$ cat config.mk
export PLATFORM = sky130hd
export DESIGN_NAME = timer_ctrl
export DESIGN_NICKNAME = d
export VERILOG_FILES = /design/src/rtl/timer_ctrl_pkg.sv /design/src/rtl/timer_ctrl_be.sv /design/src/rtl/timer_ctrl.sv
export SDC_FILE = /design/constraint.sdc
export NUM_CORES = 1
export LEC_CHECK = 0
export CAP_MARGIN = 10
export CORE_UTILIZATION = 53
export DETAILED_ROUTE_END_ITERATION = 10
export GPL_TIMING_DRIVEN = 0
export HOLD_SLACK_MARGIN = 0.1
export PLACE_DENSITY_LB_ADDON = 0.2
export SYNTH_ARGS = -nofsm -noshare
export SYNTH_HDL_FRONTEND = slang
export SYNTH_SLANG_ARGS = --single-unit
$ cat constraint.sdc
create_clock -name clk -period 3.4 [get_ports clk]
set_input_delay 0.85 -clock clk [delete_from_list [all_inputs] [get_ports clk]]
set_output_delay 0.85 -clock clk [all_outputs]
set_load 0.05 [all_outputs]
$ cat src/rtl/timer_ctrl_pkg.sv
// Shared definitions for timer_ctrl: register offsets, CTRL bit layout, MODE codes, FSM states.
package timer_ctrl_pkg;

  localparam logic [1:0] ADDR_CTRL   = 2'd0;
  localparam logic [1:0] ADDR_PRESET = 2'd1;
  localparam logic [1:0] ADDR_COUNT  = 2'd2;

  localparam int CTRL_EN_BIT   = 0;
  localparam int CTRL_MODE_LSB = 1;
  localparam int CTRL_IM_BIT   = 3;
  localparam int CTRL_BITS     = 4;

  localparam logic [1:0] MODE_ONESHOT = 2'b00;
  localparam logic [1:0] MODE_AUTO    = 2'b01;

  typedef struct packed {
    logic       im;
    logic [1:0] mode;
    logic       en;
  } ctrl_t;

  typedef enum logic [1:0] {
    ST_IDLE,
    ST_LOAD,
    ST_CNT,
    ST_INT
  } state_t;

endpackage

$ cat src/rtl/timer_ctrl_be.sv
// Byte-lane write merge: each lane of the result takes the new data where its enable is set.
// Purely combinational; compiled only when TIMER_BE_EN is defined.
module be_merge
  import timer_ctrl_pkg::*;
#(
  parameter int WIDTH = 32
) (
  input  logic [WIDTH-1:0]   oldDat,
  input  logic [WIDTH-1:0]   newDat,
  input  logic [WIDTH/8-1:0] be,
  output logic [WIDTH-1:0]   mergedDat
);

  always_comb begin
    mergedDat = oldDat;
    for (int i = 0; i < WIDTH / 8; i++) begin
      if (be[i]) mergedDat[i*8 +: 8] = newDat[i*8 +: 8];
    end
  end

endmodule

$ cat src/rtl/timer_ctrl.sv
// Countdown timer with CTRL/PRESET/COUNT registers; reads are combinational, writes land on the next edge.
// No backpressure on the bus; TIMER_BE_EN enables byte-lane writes to CTRL/PRESET.
module timer_ctrl
  import timer_ctrl_pkg::*;
#(
  parameter int WIDTH = 32
) (
  input  logic             clk,
  input  logic             reset,
  input  logic [3:2]       Addr,
  input  logic             WE,
  input  logic [3:0]       BE,
  input  logic [WIDTH-1:0] Din,
  output logic [WIDTH-1:0] Dout,
  output logic             IRQ
);

  ctrl_t            ctrl;
  logic [WIDTH-1:0] preset;
  logic [WIDTH-1:0] count;
  logic             irqFlag;
  state_t           state;

  logic [WIDTH-1:0] ctrlWord;
  logic [WIDTH-1:0] wrWord;
  logic             wrAny;
  logic             wrCtrl;
  logic             wrPreset;
  ctrl_t            wrCtrlVal;
  logic             stopRun;

  assign ctrlWord = {{(WIDTH-CTRL_BITS){1'b0}}, ctrl};

`ifdef TIMER_BE_EN
  logic [WIDTH-1:0] oldWord;

  assign oldWord = (Addr == ADDR_CTRL) ? ctrlWord : preset;

  be_merge #(.WIDTH(WIDTH)) uMerge (
    .oldDat   (oldWord),
    .newDat   (Din),
    .be       (BE),
    .mergedDat(wrWord)
  );

  // An all-zero BE is not a write at all, so it must not clear irqFlag either.
  assign wrAny = WE && (BE != 4'b0000);
`else
  logic unusedBe;

  assign unusedBe = ^BE;
  assign wrWord   = Din;
  assign wrAny    = WE;
`endif

  assign wrCtrl   = wrAny && (Addr == ADDR_CTRL);
  assign wrPreset = wrAny && (Addr == ADDR_PRESET);

  assign wrCtrlVal.en   = wrWord[CTRL_EN_BIT];
  assign wrCtrlVal.mode = wrWord[CTRL_MODE_LSB +: 2];
  assign wrCtrlVal.im   = wrWord[CTRL_IM_BIT];

  // Software disabling the timer overrides whatever the FSM would do this cycle.
  assign stopRun = wrCtrl && !wrCtrlVal.en;

  always_ff @(posedge clk) begin
    if (reset) begin
      ctrl      <= '{im: 1'b0, mode: MODE_ONESHOT, en: 1'b0};
      preset    <= '0;
      count     <= '0;
      irqFlag   <= 1'b0;
      state     <= ST_IDLE;
    end else begin
      if (wrPreset) preset <= wrWord;

      if (wrCtrl) begin
        ctrl    <= wrCtrlVal;
        irqFlag <= 1'b0;
      end else if (state == ST_INT) begin
        irqFlag <= 1'b1;
        if (ctrl.mode != MODE_AUTO) ctrl.en <= 1'b0;
      end else if (irqFlag && ctrl.mode == MODE_AUTO) begin
        irqFlag <= 1'b0;
      end

      if (stopRun) begin
        state <= ST_IDLE;
      end else begin
        case (state)
          ST_IDLE: if (ctrl.en) state <= ST_LOAD;
          ST_LOAD: begin
            count <= preset;
            state <= ST_CNT;
          end
          ST_CNT: begin
            if (!ctrl.en) begin
              state <= ST_IDLE;
            end else if (count > WIDTH'(1)) begin
              count <= count - WIDTH'(1);
            end else begin
              count <= '0;
              state <= ST_INT;
            end
          end
          ST_INT: state <= (ctrl.mode == MODE_AUTO) ? ST_LOAD : ST_IDLE;
        endcase
      end
    end
  end

  always_comb begin
    Dout = '0;
    case (Addr)
      ADDR_CTRL:   Dout = ctrlWord;
      ADDR_PRESET: Dout = preset;
      ADDR_COUNT:  Dout = count;
      default:     Dout = '0;
    endcase
  end

  assign IRQ = ctrl.im & irqFlag;

endmodule

; After elaboration in Yosys (flattened, before gate mapping)
; Index checks and enable logic that the tools add are counted.
; Widths: inputs -> output; s select.
[op_classes]
add_sub_neg = 1
multipliers = 0
n_div = 0
n_lt_le_gt_ge = 1
eq_ne = 10
shift = 0
n_mux = 14
bitwise_logic = 2
n_reduce_logical = 16
[ops]
columns = cell, count
row1 = $pmux 32 s3, 1
row2 = $mux 32, 2
row3 = $pmux 32 s2, 1
row4 = $gt 32x1->1 const B, 1
row5 = $sub 32x1->32 const B, 1
row6 = $pmux 2 s4, 1
row7 = $reduce_bool 2->1, 4
row8 = $eq 2x1->1 const B, 3
row9 = $eq 2x2->1 const B, 3
row10 = $mux 1, 6
row11 = $mux 2, 3
row12 = $logic_and 1x1->1, 4
row13 = $logic_not 2->1, 2
row14 = $ne 2x2->1 const B, 2
row15 = $reduce_and 2->1, 2
row16 = $reduce_or 2->1, 2
row17 = $ne 3x3->1 const B, 1
row18 = $reduce_and 3->1, 1
row19 = $ne 2x1->1 const B, 1
row20 = $and 1x1->1, 1
row21 = $logic_not 1->1, 1
row22 = $not 1->1, 1
[totals]
ff_bits = 71
latch_bits = 0
ramBits = 0
rom_bits = 0
inputBits = 41
output_inout_bits = 33
wordCells = 51
n_memories = 0

; Longest topological paths before layout
[depth]
ltp_word = 5
mapped_depth = 9
ltp_nobuf = 7

; Worst setup path after synthesis
; Ideal clock, no wire load.
[synth_path]
path_kind = input port to output port
startpoint = input port Addr[3] (netlist name)
endpoint = output port Dout[10]
arrival_ns = 2.346
required_ns = 2.550
path_slack_ns = 0.204
cell_stages = 5
n_path_buf = 3
path_cell_list = clkbuf_1 nor2b_1 clkbuf_1 buf_1 a22o_1
[synth_via]
elab_chain_cells = 2
word_cells_on_any_way = 4
cone_classes = eq/ne (2) / mux (1) / reduce/logical (1)
[synth_lines]
columns = item, line_no
row1 = from (decl), timer_ctrl.sv:10  ; input logic [3:2] Addr,
row2 = $eq 2x2->1 (tied with other cells), timer_ctrl.sv:113  ; case (Addr)
row3 = $pmux 32 s3 *, timer_ctrl.sv:113
row4 = to (decl), timer_ctrl.sv:14  ; output logic [WIDTH-1:0] Dout,
; Every way passes the cells marked *; elsewhere a longest branch is shown, timed or not.

; Worst setup path in the final report
[layout_path]
startpoint = input port Din[0]
endpoint = register count[25]
[layout_via]
elab_chain_cells = 4
[layout_lines]
columns = item, line_no
row1 = from (decl), timer_ctrl.sv:13  ; input logic [WIDTH-1:0] Din,
row2 = $logic_not 1->1, timer_ctrl.sv:64  ; assign stopRun = wrCtrl && !wrCtrlVal.en;
row3 = $logic_and 1x1->1, timer_ctrl.sv:64
row4 = $not 1->1 (no line), --
row5 = $reduce_and 3->1 (no line), --
row6 = to (signal assigned), timer_ctrl.sv:92  ; count <= preset;
row7 = to (signal assigned), timer_ctrl.sv:99  ; count <= count - WIDTH'(1);
row8 = to (decl), timer_ctrl.sv:20  ; logic [WIDTH-1:0] count;
; No other way between the ends.
; A chain may end at the register's enable or synchronous reset.

==> flow_metrics.tcl <==
set metrics [dict create \
    syn_area_mm2 0.00406 \
    grt_setup_unrepaired "no" \
    holdPathStages 2 \
    outcome "complete, no violations" \
    insertedDiodeCount 0 \
    grt_pass1_wl_mm 21.9 \
    cap_violations 0 \
    synth_top_area_frac 0.350 \
    clockBufferDepth 2 \
    yosys_warnings 0 \
    nFillCells 634 \
    drt_first_pass_iters 5 \
    globalRouteTotalUtil 0.372 \
    drive_above_1_share 0.104 \
    worstPathArrival_ps 3530 \
    ys_seq_area_frac 0.350 \
    area_growth_pct 22.6 \
    synth-edff-count 0 \
    finalCritPeriodShare 0.959 \
    num_vias 4678 \
    synth_top_family_by_area "compound AO/OA/AOI/OAI gates" \
    finalHoldViolCount 0 \
    yosys.area.top_type "dfxtp_1" \
    pin_count 74 \
    synth_mux_area_frac 0.0173 \
    seqPwrFrac 0.347 \
    fp.dieH_um 89.5 \
    syn_avg_cell_area_um2 7.61 \
    final_core_util 0.679 \
    layout_min_cycle_time_ps 3260 \
    drt_wl_total_mm 14.4 \
    insertion_delay_ps 350 \
    cts_tree "done" \
    setup_viol 0 \
    synth-simple-area-share 0.261 \
    netlist_top_cells_area "dfxtp_1, a21oi_1, nand2_1" \
    core_region_area_mm2 0.00733 \
    final.setup_skew_ps 3.68 \
    wl_per_cell_um 20.2 \
    grt_max_degree 12 \
    clkPwrFrac 0.308 \
    rr_worst_depth 9 \
    drtAntennaViolNets 0 \
    synth_flop_cell "dfxtp_1" \
    internal-power_mw 1.60 \
    antenna_found_initial 0 \
    peakVddDrop_mv 0.269 \
    seqCellArea_mm2 0.00142 \
    clock-root-buffer "clkbuf_8" \
    multiInputGateArea_mm2 0.00238 \
    crit_path_max_fanout 10 \
    synth_cells 534 \
    fin_nets 659 \
    rows 31 \
    max_freq_ghz 0.307 \
    hp-start "preset[8]" \
    tns_ps 0 \
    die_area_mm2 0.00802 \
    grt_pass1_vias 4149 \
    cts_hold_buf 0 \
    netSwitchingPower_mw 0.992 \
    die_w_um 89.5 \
    reg2reg_from "state[0]" \
    crit_buf_inv 3 \
    drt_iter0_drc 517 \
    critPathKind "primary input to flip-flop" \
    postSynthNetCount 581 \
    h-tree-depth 3 \
    path_cells "clkdlybuf4s50_1, or4b_2, nand3_1, buf_2, buf_1, a21oi_1, a31oi_1" \
    ys_ff_latch 71 \
    reg2reg_to "count[25]" \
    port_buffers 67 \
    r2r_setup_slack_ps 550 \
    cp_slowest_cell "or4b_2" \
    synth_compound_area_frac 0.289 \
    yosysUniqueCellTypes 52 \
    swShare 0.383 \
    viasPerCell 6.54 \
    clk_pin_slew_ps 80 \
    start_util 0.554 \
    p_per_area_mw_per_mm2 520 \
    place_hpwl_mm 9.84 \
    timing.final.max_slew_violations 0 \
    clock-sinks 71 \
    worst_ep_required_time_ps 3670 \
    critPathCaptureType "flip-flop" \
    hold_end "preset[8]" \
    start_kind "primary input" \
    pwr-share-comb 0.345 \
    power_mw 2.59 \
    maxSlewHeadroom 0.256 \
    drc_errors 0 \
    leakagePower_nw 1.93 \
    holdCritPathClass "flip-flop to flip-flop" \
    synthArstFlopShare 0 \
    gp_congestion 0.966 \
    numCtsBuffers 9 \
    grt.overflow.total 0 \
    tightestPinTransition_ps 1110 \
    synthAdderAreaFrac 0.0185 \
    crit_family "buffers and inverters" \
    cp_slowest_stage_delay_ps 760 \
    synth_xor_area_frac 0 \
]
-- cell families after synthesis --
family          Yosys count
fa+ha+maj                 6
mux                       7
simple gates            209
flops                    71
compound gates          175
buf+inv                  66
-- worst reg2reg max path: cells and delay by family (launching register included) --
kind                     cells  cell delay [ps]
AND/OR/NAND/NOR              2              400
buffers and inverters        4             1480
AO/OA/AOI/OAI                2              410
flip-flops                   1              330
adder cells (fa/ha/maj)      1              160
-- sequential cells by signal, indices dropped and copies added (netlist names) --
signal	count
count	32
preset	32
ctrl	4
state	2
irqFlag	1
-- power groups by stage --
stage | registers, mW | clock network (mW) | logic, mW
final | 0.898 | 0.798 | 0.893
after global routing | 0.902 | 0.824 | 0.945
after CTS | 0.896 | 0.801 | 0.852
after detailed placement | 0.916 | 0 | 0.851
after global placement | 0.915 | 0 | 0.845
after floorplan | 0.906 | 0 | 0.567
-- what timing repair did --
item	in CTS	in global routing
gates resized for setup	176	2
buffers inserted	0	0
setup endpoints to repair	32	34
-- cells in the final DEF (no fill, tap or decap), types with 5 or more instances in the layout --
master | synthesis | final
a21oi_1 | 74 | 74
clkbuf_4 | 0 | 5
buf_4 | 0 | 9
nor3_1 | 17 | 17
o21ai_0 | 13 | 13
mux2i_1 | 7 | 7
a22o_1 | 28 | 28
o211ai_1 | 6 | 6
nand2b_1 | 5 | 5
buf_2 | 5 | 27
a22oi_1 | 5 | 5
nor4_1 | 10 | 10
a31oi_1 | 13 | 13
nand4_1 | 9 | 9
clkdlybuf4s50_1 | 0 | 34
buf_1 | 7 | 5
clkbuf_1 | 37 | 32
clkbuf_8 | 0 | 12
nor2_1 | 22 | 22
a32oi_1 | 5 | 5
nand3_1 | 19 | 19
and3_1 | 21 | 21
ha_1 | 6 | 6
o32ai_1 | 7 | 7
nand2_1 | 81 | 81
nor2b_1 | 6 | 6
dfxtp_1 | 71 | 71
inv_1 | 16 | 16
-- per-layer routing --
layer | up-vias | track usage | part of all wire
li1 | 2114 | - | -
met1 | 2205 | 0.492 | 0.42
met2 | 308 | 0.572 | 0.45
met3 | 51 | 0.0840 | 0.11
met4 | 0 | 0.180 | 0.031
met5 | - | 0 | 0
-- synthesized netlist by cell type (all sizes together), types with 16 or more instances --
library cell / number
a21oi: 74
nor3: 18
dfxtp: 71
nor2: 22
and3: 21
nand3: 19
a22o: 28
clkbuf: 37
nand2: 81
inv: 16
-- area by class of cell --
class	instances	area share
Clock buffer	12	0.0332
Sequential cell	71	0.285
Buffer	50	0.0447
Clock inverter	3	0.0131
Multi-Input combinational cell	397	0.478
Tap cell	99	0.0249
Timing Repair Buffer	67	0.109
Inverter	16	0.0121
-- per-stage QoR --
stage	hold WS (ps)	cells	instance area, um^2	setup WS, ps
2_1_floorplan	444	534	4060	204
3_3_place_gp	456	700	4860	-1230
3_5_place_dp	458	700	4860	-1180
4_1_cts	468	715	4970	0.131
5_1_grt	489	715	4980	31.6
6_report	471	715	4980	139
-- how the worst max path moves through the flow --
stage / start / slack, ps / end / depth (start not counted)
after floorplan: Addr[3] / 200 / Dout[10] / 5
after global placement: Addr[2] / -1230 / Dout[22] / 6
after detailed placement: Addr[2] / -1180 / Dout[22] / 6
after CTS: Addr[2] / 0.1 / Dout[2] / 7
after global routing: Din[0] / 30 / count[25] / 7
final: Din[0] / 140 / count[25] / 7
No activity file was read; power rests on OpenSTA's default activity.
